**config.mk**
```make
export PLATFORM = sky130hd
export DESIGN_NAME = ring_rr_arbiter
export DESIGN_NICKNAME = d
export VERILOG_FILES = /design/src/rtl/ring_rr_arbiter.sv
export SDC_FILE = /design/constraint.sdc
export NUM_CORES = 1
export LEC_CHECK = 0
export BUFFER_PORTS_ARGS = -buffer_cell sky130_fd_sc_hd__buf_2
export CAP_MARGIN = 40
export CORE_ASPECT_RATIO = 0.9
export CORE_MARGIN = 5
export CORE_UTILIZATION = 55
export CTS_CLUSTER_DIAMETER = 50
export DETAILED_ROUTE_END_ITERATION = 6
export PLACE_DENSITY = 0.79
export SETUP_SLACK_MARGIN = 0.1
export SYNTH_ARGS = -nofsm -noshare
export SYNTH_HDL_FRONTEND = slang
export SYNTH_SLANG_ARGS = --single-unit
```
**constraint.sdc**
```tcl
create_clock -name clk -period 2.8 [get_ports clk]
set_input_delay 0.56 -clock clk [delete_from_list [all_inputs] [get_ports clk]]
set_output_delay 0.56 -clock clk [all_outputs]
set_load 0.005 [all_outputs]
```
**src/rtl/ring_rr_arbiter.sv**
```systemverilog
// ---------------------------------------------------------------------------
// ring_rr_arbiter
//   Four-requester round-robin arbiter with a one-hot rotating priority
//   pointer. A grant is held for as long as its owner keeps requesting.
//   On release the pointer moves one position past the old owner, and a
//   single idle turnaround cycle separates consecutive grants.
//
//   Optional feature (macro RING_RR_ARBITER_TIMEOUT_EN):
//     The owner is force-released after TIMEOUT_CYCLES consecutive grant
//     cycles. The timeout output then pulses for one cycle. The released
//     requester stays ineligible until it drops req for at least one
//     sampled cycle. Without the macro, grants are unbounded and timeout
//     is tied low.
//
// Ports
//   clk       in   clock, rising edge
//   rst       in   asynchronous active-high reset
//   req[3:0]  in   request levels, bit i = requester i
//   gnt[3:0]  out  registered grant, one-hot or zero
//   grant_id  out  binary index of gnt (0 when gnt is zero)
//   busy      out  high while a grant is held
//   ptr[3:0]  out  one-hot priority pointer for the next arbitration
//   timeout   out  one-cycle pulse on forced release
// ---------------------------------------------------------------------------
module ring_rr_arbiter #(
    parameter int TIMEOUT_CYCLES = 16
) (
    input  logic       clk,
    input  logic       rst,
    input  logic [3:0] req,
    output logic [3:0] gnt,
    output logic [1:0] grant_id,
    output logic       busy,
    output logic [3:0] ptr,
    output logic       timeout
);

    if (TIMEOUT_CYCLES < 2 || TIMEOUT_CYCLES > 255) begin : g_bad_timeout
        $error("ring_rr_arbiter: TIMEOUT_CYCLES must be in 2..255");
    end

    typedef enum logic {IDLE, GRANT} state_t;

    state_t     state, state_next;
    logic [3:0] gnt_next;
    logic [3:0] ptr_next;
    logic [3:0] elig;
    logic [3:0] pick;
    logic [1:0] ptr_idx;
    logic       owner_req;

`ifdef RING_RR_ARBITER_TIMEOUT_EN
    localparam logic [7:0] TIMEOUT_LIMIT = 8'(TIMEOUT_CYCLES);

    logic [7:0] cnt, cnt_next;
    logic [3:0] mask, mask_next;
    logic       timeout_next;

    // A force-released requester stays out of arbitration until it drops req.
    assign elig = req & ~mask;
`else
    assign elig    = req;
    assign timeout = 1'b0;
`endif

    assign owner_req = |(req & gnt);
    assign busy      = (state == GRANT);

    always_comb begin
        ptr_idx = 2'd0;
        case (ptr)
            4'b0010: ptr_idx = 2'd1;
            4'b0100: ptr_idx = 2'd2;
            4'b1000: ptr_idx = 2'd3;
            default: ptr_idx = 2'd0;
        endcase
    end

    always_comb begin
        grant_id = 2'd0;
        case (gnt)
            4'b0010: grant_id = 2'd1;
            4'b0100: grant_id = 2'd2;
            4'b1000: grant_id = 2'd3;
            default: grant_id = 2'd0;
        endcase
    end

    // First eligible requester scanning upward from the pointer, with wrap.
    always_comb begin
        logic       found;
        logic [1:0] idx;
        pick  = 4'b0000;
        found = 1'b0;
        idx   = 2'd0;
        for (int k = 0; k < 4; k++) begin
            idx = ptr_idx + 2'(k);
            if (!found && elig[idx]) begin
                pick[idx] = 1'b1;
                found     = 1'b1;
            end
        end
    end

    always_comb begin
        state_next = state;
        gnt_next   = gnt;
        ptr_next   = ptr;
`ifdef RING_RR_ARBITER_TIMEOUT_EN
        cnt_next     = cnt;
        timeout_next = 1'b0;
        mask_next    = mask & req;
`endif
        case (state)
            IDLE: begin
                if (|elig) begin
                    gnt_next   = pick;
                    state_next = GRANT;
`ifdef RING_RR_ARBITER_TIMEOUT_EN
                    cnt_next   = 8'd1;
`endif
                end else begin
                    gnt_next = 4'b0000;
                end
            end
            GRANT: begin
                if (!owner_req) begin
                    gnt_next   = 4'b0000;
                    state_next = IDLE;
                    ptr_next   = {gnt[2:0], gnt[3]};
`ifdef RING_RR_ARBITER_TIMEOUT_EN
                end else if (cnt == TIMEOUT_LIMIT) begin
                    gnt_next     = 4'b0000;
                    state_next   = IDLE;
                    ptr_next     = {gnt[2:0], gnt[3]};
                    timeout_next = 1'b1;
                    mask_next    = (mask & req) | gnt;
                end else begin
                    cnt_next = cnt + 8'd1;
`endif
                end
            end
            default: begin
                gnt_next   = 4'b0000;
                state_next = IDLE;
            end
        endcase
    end

    always_ff @(posedge clk or posedge rst) begin
        if (rst) begin
            state <= IDLE;
            gnt   <= 4'b0000;
            ptr   <= 4'b0001;
`ifdef RING_RR_ARBITER_TIMEOUT_EN
            cnt     <= 8'd0;
            mask    <= 4'b0000;
            timeout <= 1'b0;
`endif
        end else begin
            state <= state_next;
            gnt   <= gnt_next;
            ptr   <= ptr_next;
`ifdef RING_RR_ARBITER_TIMEOUT_EN
            cnt     <= cnt_next;
            mask    <= mask_next;
            timeout <= timeout_next;
`endif
        end
    end

endmodule

```
==> results.ini, run 1 <==
[timing]
rsz0062_at_grt=no
min_period_ns=2.52
setup_viol=0
hold_viol=0
hold_ws_ns=0.252
setup_slack_ns=0.280
tns_ns=0
worst_pin_slew_ns=0.566
timing.fmax_ghz=0.397
worst_clock_skew_ns=0.000700
period_share_pct=90.0
drv_slew=0
slew_headroom_pct=61.9

[placed_design]
place.gp.congestion=0.975
dp_hpwl_mm=1.98
dp_worst_setup_slack_ns=0.106
placement.io_buffers=16

[worst_setup_path]
worstPathRequired_ns=2.96
worstPathMaxFanout=8
slowest_stage=dfrtp_1
path_class=flip-flop to flip-flop
critPathArrivalTime_ns=2.68
cpPeakStageDelay_ns=0.45
path_delay_family=compound AO/OA/AOI/OAI gates
crit_chain=xor2_2 > nand2_1 > ha_2 > or3b_1 > a221o_1 > o211ai_2 > a32oi_1 > o211ai_1
crit_path_start_kind=flip-flop
critPathCaptureType=flip-flop
worst-path-buf-inv=0

[finish]
seq_area_um2=228
antenna_cells=0
num-fill-cells=146
drive_gt1_share_pct=25.7
synthToLayoutAreaGrowth_pct=16.9
multi_input_area_um2=733
finish.utilization_pct=68.3
layout.nets=151

[yosys]
synth_top_family_by_area=compound AO/OA/AOI/OAI gates
yosysTopAreaCell=dfrtp_1
synthTopCellsByArea=dfrtp_1 20%, ha_1 10%, o211ai_1 6.0%
synth_cells=115
synthXorXnorAreaFrac_pct=4.41
ys_seq_elements=9
synth_nets=129
syn_area_um2=993
yosysUniqueCellTypes=45
muxShareOfSynthArea_pct=4.53
synth_top_area_share_pct=20.2
synth_compound_area_share_pct=32.6
syn_avg_cell_area_um2=8.64
synth_simple_gate_area_share_pct=19.8
synth-edff-count=0
synthArstFlopShare_pct=100
ys.flop_type=dfrtp_1
yosysWarnings=0
yosysSeqAreaShare_pct=22.8
synthAdderAreaFrac_pct=10.1

[power_and_ir_drop]
seq_power_share_pct=18.5
vdd_drop_max_uv=774
p_switching_w=0.000740
powerDensity_nw_per_um2=1270
p_leak_nw=0.518
pwr-share-comb_pct=75.0
p_int_w=0.000738
clkPwrFrac_pct=6.4
switching_share_pct=50.1

[clock_network]
cts_buffers=3
cts-root-buf=clkbuf_4
cts_tree=built
numClockSinks=9
cts_buffer_depth=2
h-tree-depth=1
clkTransAtPathRegs_ns=0.06
clock_latency_ns=0.25

[route]
drtIter0Drc=51
viasPerCell=6.28
ant_nets=0
dr.pass1.iters=4
num_vias=1005
wirelength_mm=2.53
wl_per_cell_um=15.8
remaining_drc_errors=0

[global_route]
antenna_found_initial=0
grt_pass1_vias=912
grt_use_total_pct=19.4
grt_max_degree=10
grt_overflow_total=0
grt_pass1_wl_mm=3.98

[status]
outcome=finished, final reports clean

[floorplanning]
initial_utilization_pct=58.5
die_h_um=50.3
die_area_um2=2760
num_io_pins=18
num_rows=14
die_w_um=54.8
core_um2=1700

[worst_hold_path]
hold_class=input pin to async pin

[flow_run]
maxCapViolCount=0

==> per-layer routing <==
layer  track usage [%]  vias to the layer above  share of wire, %
li1                  -                      478                 -
met1              26.8                      461                41
met2              28.5                       60                48
met3              5.62                        6                10
met4              6.64                        0               1.1
met5                 0                        -                 0
==> sequential cells by signal, indices dropped and copies added (netlist names) <==
name / cells
gnt: 4
busy: 1
ptr: 4
==> cells in the mapped netlist (2+ instances only) <==
cell and number:
nand4_1 2, a21boi_1 2, dfrtp_1 8, a21boi_0 5, nor2b_1 3, nor2_1 4, ha_1 8, nor3_1 2
mux2_2 4, o211ai_1 8, nand3_1 2, o221ai_1 4, a32oi_1 4, a22oi_1 2, nand2_1 8, o21ai_0 2
nand2b_1 6, xnor2_1 3, inv_1 7, a21oi_1 5, xor2_1 2
==> stage by stage <==
step	instance area, µm²	total power (W)	instances
finish	1160	0.00148	160
global route	1160	0.00162	160
CTS	1140	0.00143	159
detailed placement	1110	0.00132	155
global placement	1110	0.00128	155
floorplan	993	0.00102	115
==> cell families after synthesis <==
| logic type | after synthesis |
|---|---|
| muxes | 4 |
| AOI/OAI and AO/OA | 42 |
| and+or+nand+nor | 35 |
| buffers and inverters | 11 |
| xor gates and xnor gates | 5 |
| DFF | 9 |
| adders and majority gates | 8 |
| other | 1 |
==> area by class of cell <==
cell class | instances | share of cell area (%)
multi-input combinational | 95 | 63.1
sequential | 9 | 19.6
timing repair buffer | 21 | 10.1
tap | 24 | 2.59
clock buffer | 4 | 2.26
inverter | 7 | 2.26
==> placed cells by master, fill, tap and decap left out, types with 3 or more instances in the layout <==
cell      count
nand2b_1      6
o211ai_1      8
a21oi_1       5
buf_2        16
nor2_1        3
nor2b_1       3
nand2_1       8
o221ai_1      4
xnor2_1       3
a32oi_1       4
inv_1         7
buf_4         5
dfrtp_1       7
clkbuf_4      3
mux2_2        4
ha_1          7
a21boi_0      5
==> final timing paths <==
path / startpoint / end / slack (ns) / cells past startpoint
worst max-delay path: ptr[3] / gnt[2] / 0.28 / 8
worst min-delay path: rst / ptr[3] / 0.25 / 2
worst max register to register: ptr[3] / gnt[2] / 0.28 / 8
worst min register to register: gnt[0] / gnt[0] / 0.62 / 2
max in group asynchronous: rst / ptr[0] / 2.26 / 2
min in group clk: gnt[0] / gnt[0] / 0.62 / 2
==> power groups by stage <==
| stage | clock network [W] | registers [W] | logic, W |
|---|---|---|---|
| after floorplan | 0 | 0.000252 | 0.000771 |
| after global placement | 0 | 0.000262 | 0.00102 |
| after detailed placement | 0 | 0.000264 | 0.00105 |
| after CTS | 0.000100 | 0.000265 | 0.00106 |
| after global routing | 0.000119 | 0.000285 | 0.00121 |
| final | 0.0000951 | 0.000274 | 0.00111 |
==> timing repair <==
item,in CTS,in global routing
resized for setup,1,4
pin swaps,0,1
setup endpoints to repair,1,4
hold buffers,0,0
buffers inserted,0,1
(Power assumes the default switching activity.)
==> inputs of run 2 (changes only) <==
--- a/config.mk
+++ b/config.mk
@@ -9,10 +9,9 @@
 export CAP_MARGIN = 40
 export CORE_ASPECT_RATIO = 0.9
 export CORE_MARGIN = 5
-export CORE_UTILIZATION = 55
+export CORE_UTILIZATION = 40
 export CTS_CLUSTER_DIAMETER = 50
 export DETAILED_ROUTE_END_ITERATION = 6
-export PLACE_DENSITY = 0.79
 export SETUP_SLACK_MARGIN = 0.1
 export SYNTH_ARGS = -nofsm -noshare
 export SYNTH_HDL_FRONTEND = slang
==> run 2 against run 1 <==
Effect of this change:
- worst hold slack lost 0.0046 ns
- cell count grew 4.4%
- total power grew 0.62%
- worst setup slack gained 0.048 ns
==> results.ini, run 2 (synthesized netlist as in run 1, its figures left out) <==
[status]
outcome=finished, final reports clean

[clock_network]
cts-root-buf=clkbuf_4
postCtsSetupRepairBufs=0  ; unchanged
cts_hold_buffers=0  ; unchanged
clkTransAtPathRegs_ns=0.06  ; about the same
cts_buffers=3  ; unchanged
clock_latency_ns=0.26  ; about the same
cts_buffer_depth=2  ; unchanged
cts_tree=built
h-tree-depth=1  ; unchanged
cts_resized=0  ; -1
numClockSinks=9  ; unchanged

[worst_setup_path]
cp.depth=8  ; unchanged
path_delay_family=compound AO/OA/AOI/OAI gates
r2r_cells=8  ; unchanged
slowest_stage=dfrtp_1
critPathArrivalTime_ns=2.65  ; -0.03 ns
crit_chain=xor2_1 > nand2_1 > ha_1 > or3b_1 > a221o_1 > o211ai_2 > a32oi_1 > o211ai_1
critPathCaptureType=flip-flop
crit_path_start_kind=flip-flop
cpPeakStageDelay_ns=0.39  ; -0.06 ns
path_class=flip-flop to flip-flop
worstPathMaxFanout=5  ; -3
worst-path-buf-inv=0  ; unchanged
worstPathRequired_ns=2.98  ; +0.02 ns

[finish]
drive_gt1_share_pct=23.7  ; -2.0 points
layout_commonest_cell=buf_2
synthToLayoutAreaGrowth_pct=17.5
layout.nets=154  ; +2.0%
finish.utilization_pct=48.1  ; -20 points
instances_no_fill=167  ; +4.4%
antenna_cells=0  ; unchanged
final_area_um2=1170  ; +0.54%

[power_and_ir_drop]
p_leak_nw=0.534  ; +3.0%
powerDensity_nw_per_um2=1270  ; about the same
vdd_drop_max_uv=581  ; -25%

[floorplanning]
die_w_um=62.5  ; +14%
num_io_pins=18  ; unchanged
die_area_um2=3580  ; +30%
core_um2=2420  ; +43%
num_rows=17  ; +3
die_h_um=57.3  ; +14%
initial_utilization_pct=41.0  ; -17 points

[timing]
drv_slew=0  ; unchanged
rsz0062_at_grt=no
hold_viol=0  ; unchanged
period_share_pct=88.3  ; -1.7 points
timing.fmax_ghz=0.405  ; +2.0%
worst_pin_slew_ns=0.523  ; -0.0433 ns
worst_clock_skew_ns=0.00443  ; +0.00373 ns
slew_headroom_pct=64.8  ; +2.9 points
tns_ns=0  ; unchanged
setup_viol=0  ; unchanged
min_period_ns=2.47  ; -0.0484 ns
setup_slack_ns=0.328  ; +0.0484 ns

[route]
ant_nets=0  ; unchanged
wirelength_mm=2.56  ; +1.3%
num_vias=960  ; -4.5%
wl_per_cell_um=15.3  ; -3.0%
dr.pass1.iters=4  ; unchanged
viasPerCell=5.75  ; -8.5%
remaining_drc_errors=0  ; unchanged
drtIter0Drc=27  ; -47%

[global_route]
grt_pass1_vias=944  ; +3.5%
grt_overflow_total=0  ; unchanged
grt_pass1_wl_mm=4.40  ; +11%
grt_max_degree=10  ; unchanged
grt_use_total_pct=15.1  ; -4.4 points
antenna_found_initial=0  ; unchanged

[placed_design]
dp_cells=163  ; +5.2%
dp_worst_setup_slack_ns=0.328  ; +0.222 ns
place.gp.congestion=0.877  ; -10%
placed_area_um2=1140  ; +3.2%
placement.io_buffers=16  ; unchanged
dp_hpwl_mm=2.07  ; +4.8%

[flow_run]
maxCapViolCount=0  ; unchanged

[worst_hold_path]
hold_class=input pin to async pin

-- run 2: cell count changes in the layout (fill, tap and decap cells not counted) --
cell / delta
nor2_2: -1
nor2_1: +1
dfrtp_2: -1
xor2_2: -2
ha_1: +1
xor2_1: +2
buf_4: +3
dfrtp_1: +1
ha_2: -1
-- run 2: routing by layer --
metal | track usage (%) | wire length [µm]
met4 | 5.15 | 34
met3 | 3.54 | 88
met1 | 20.7 | 1250
met5 | 0 | 0
met2 | 23.2 | 1180
-- run 2: worst register-to-register path, cell delays in order, from the launching register on --
cell	delay (ns)
dfrtp_1	0.39
xor2_1	0.33
nand2_1	0.15
ha_1	0.30
or3b_1	0.35
a221o_1	0.33
o211ai_2	0.26
a32oi_1	0.11
o211ai_1	0.18
-- run 2: path summary, 6_finish.rpt --
check	slack, ns	start	to
setup / recovery	0.33	ptr[2]	gnt[3]
hold / removal	0.25	rst	gnt[2]
setup reg to reg	0.33	ptr[2]	gnt[3]
hold reg to reg	0.64	gnt[2]	gnt[2]
max in group asynchronous	2.25	rst	ptr[0]
min in group clk	0.64	gnt[2]	gnt[2]
-- run 2: layout make-up --
type,count,area [µm²]
Fill cell,259,1260
Inverter,7,26.3
Tap cell,28,35.0
Timing Repair Buffer,24,140
Clock buffer,4,26.3
Multi-Input combinational cell,95,713
Sequential cell,9,226
-- run 2: power breakdown --
group	leakage, nW	internal (W)	switching [W]
registers	0.113	0.000190	0.0000772
clock network	0.0150	0.0000548	0.0000442
logic	0.405	0.000514	0.000608
-- run 2: per-stage QoR --
| stage | hold slack [ns] | power, W |
|---|---|---|
| 6_report | 0.247 | 0.00149 |
| 3_5_place_dp | 0.536 | 0.00138 |
| 3_3_place_gp | 0.529 | 0.00136 |
| 2_1_floorplan | 0.387 | 0.00102 |
| 5_1_grt | 0.263 | 0.00164 |
| 4_1_cts | 0.245 | 0.00149 |
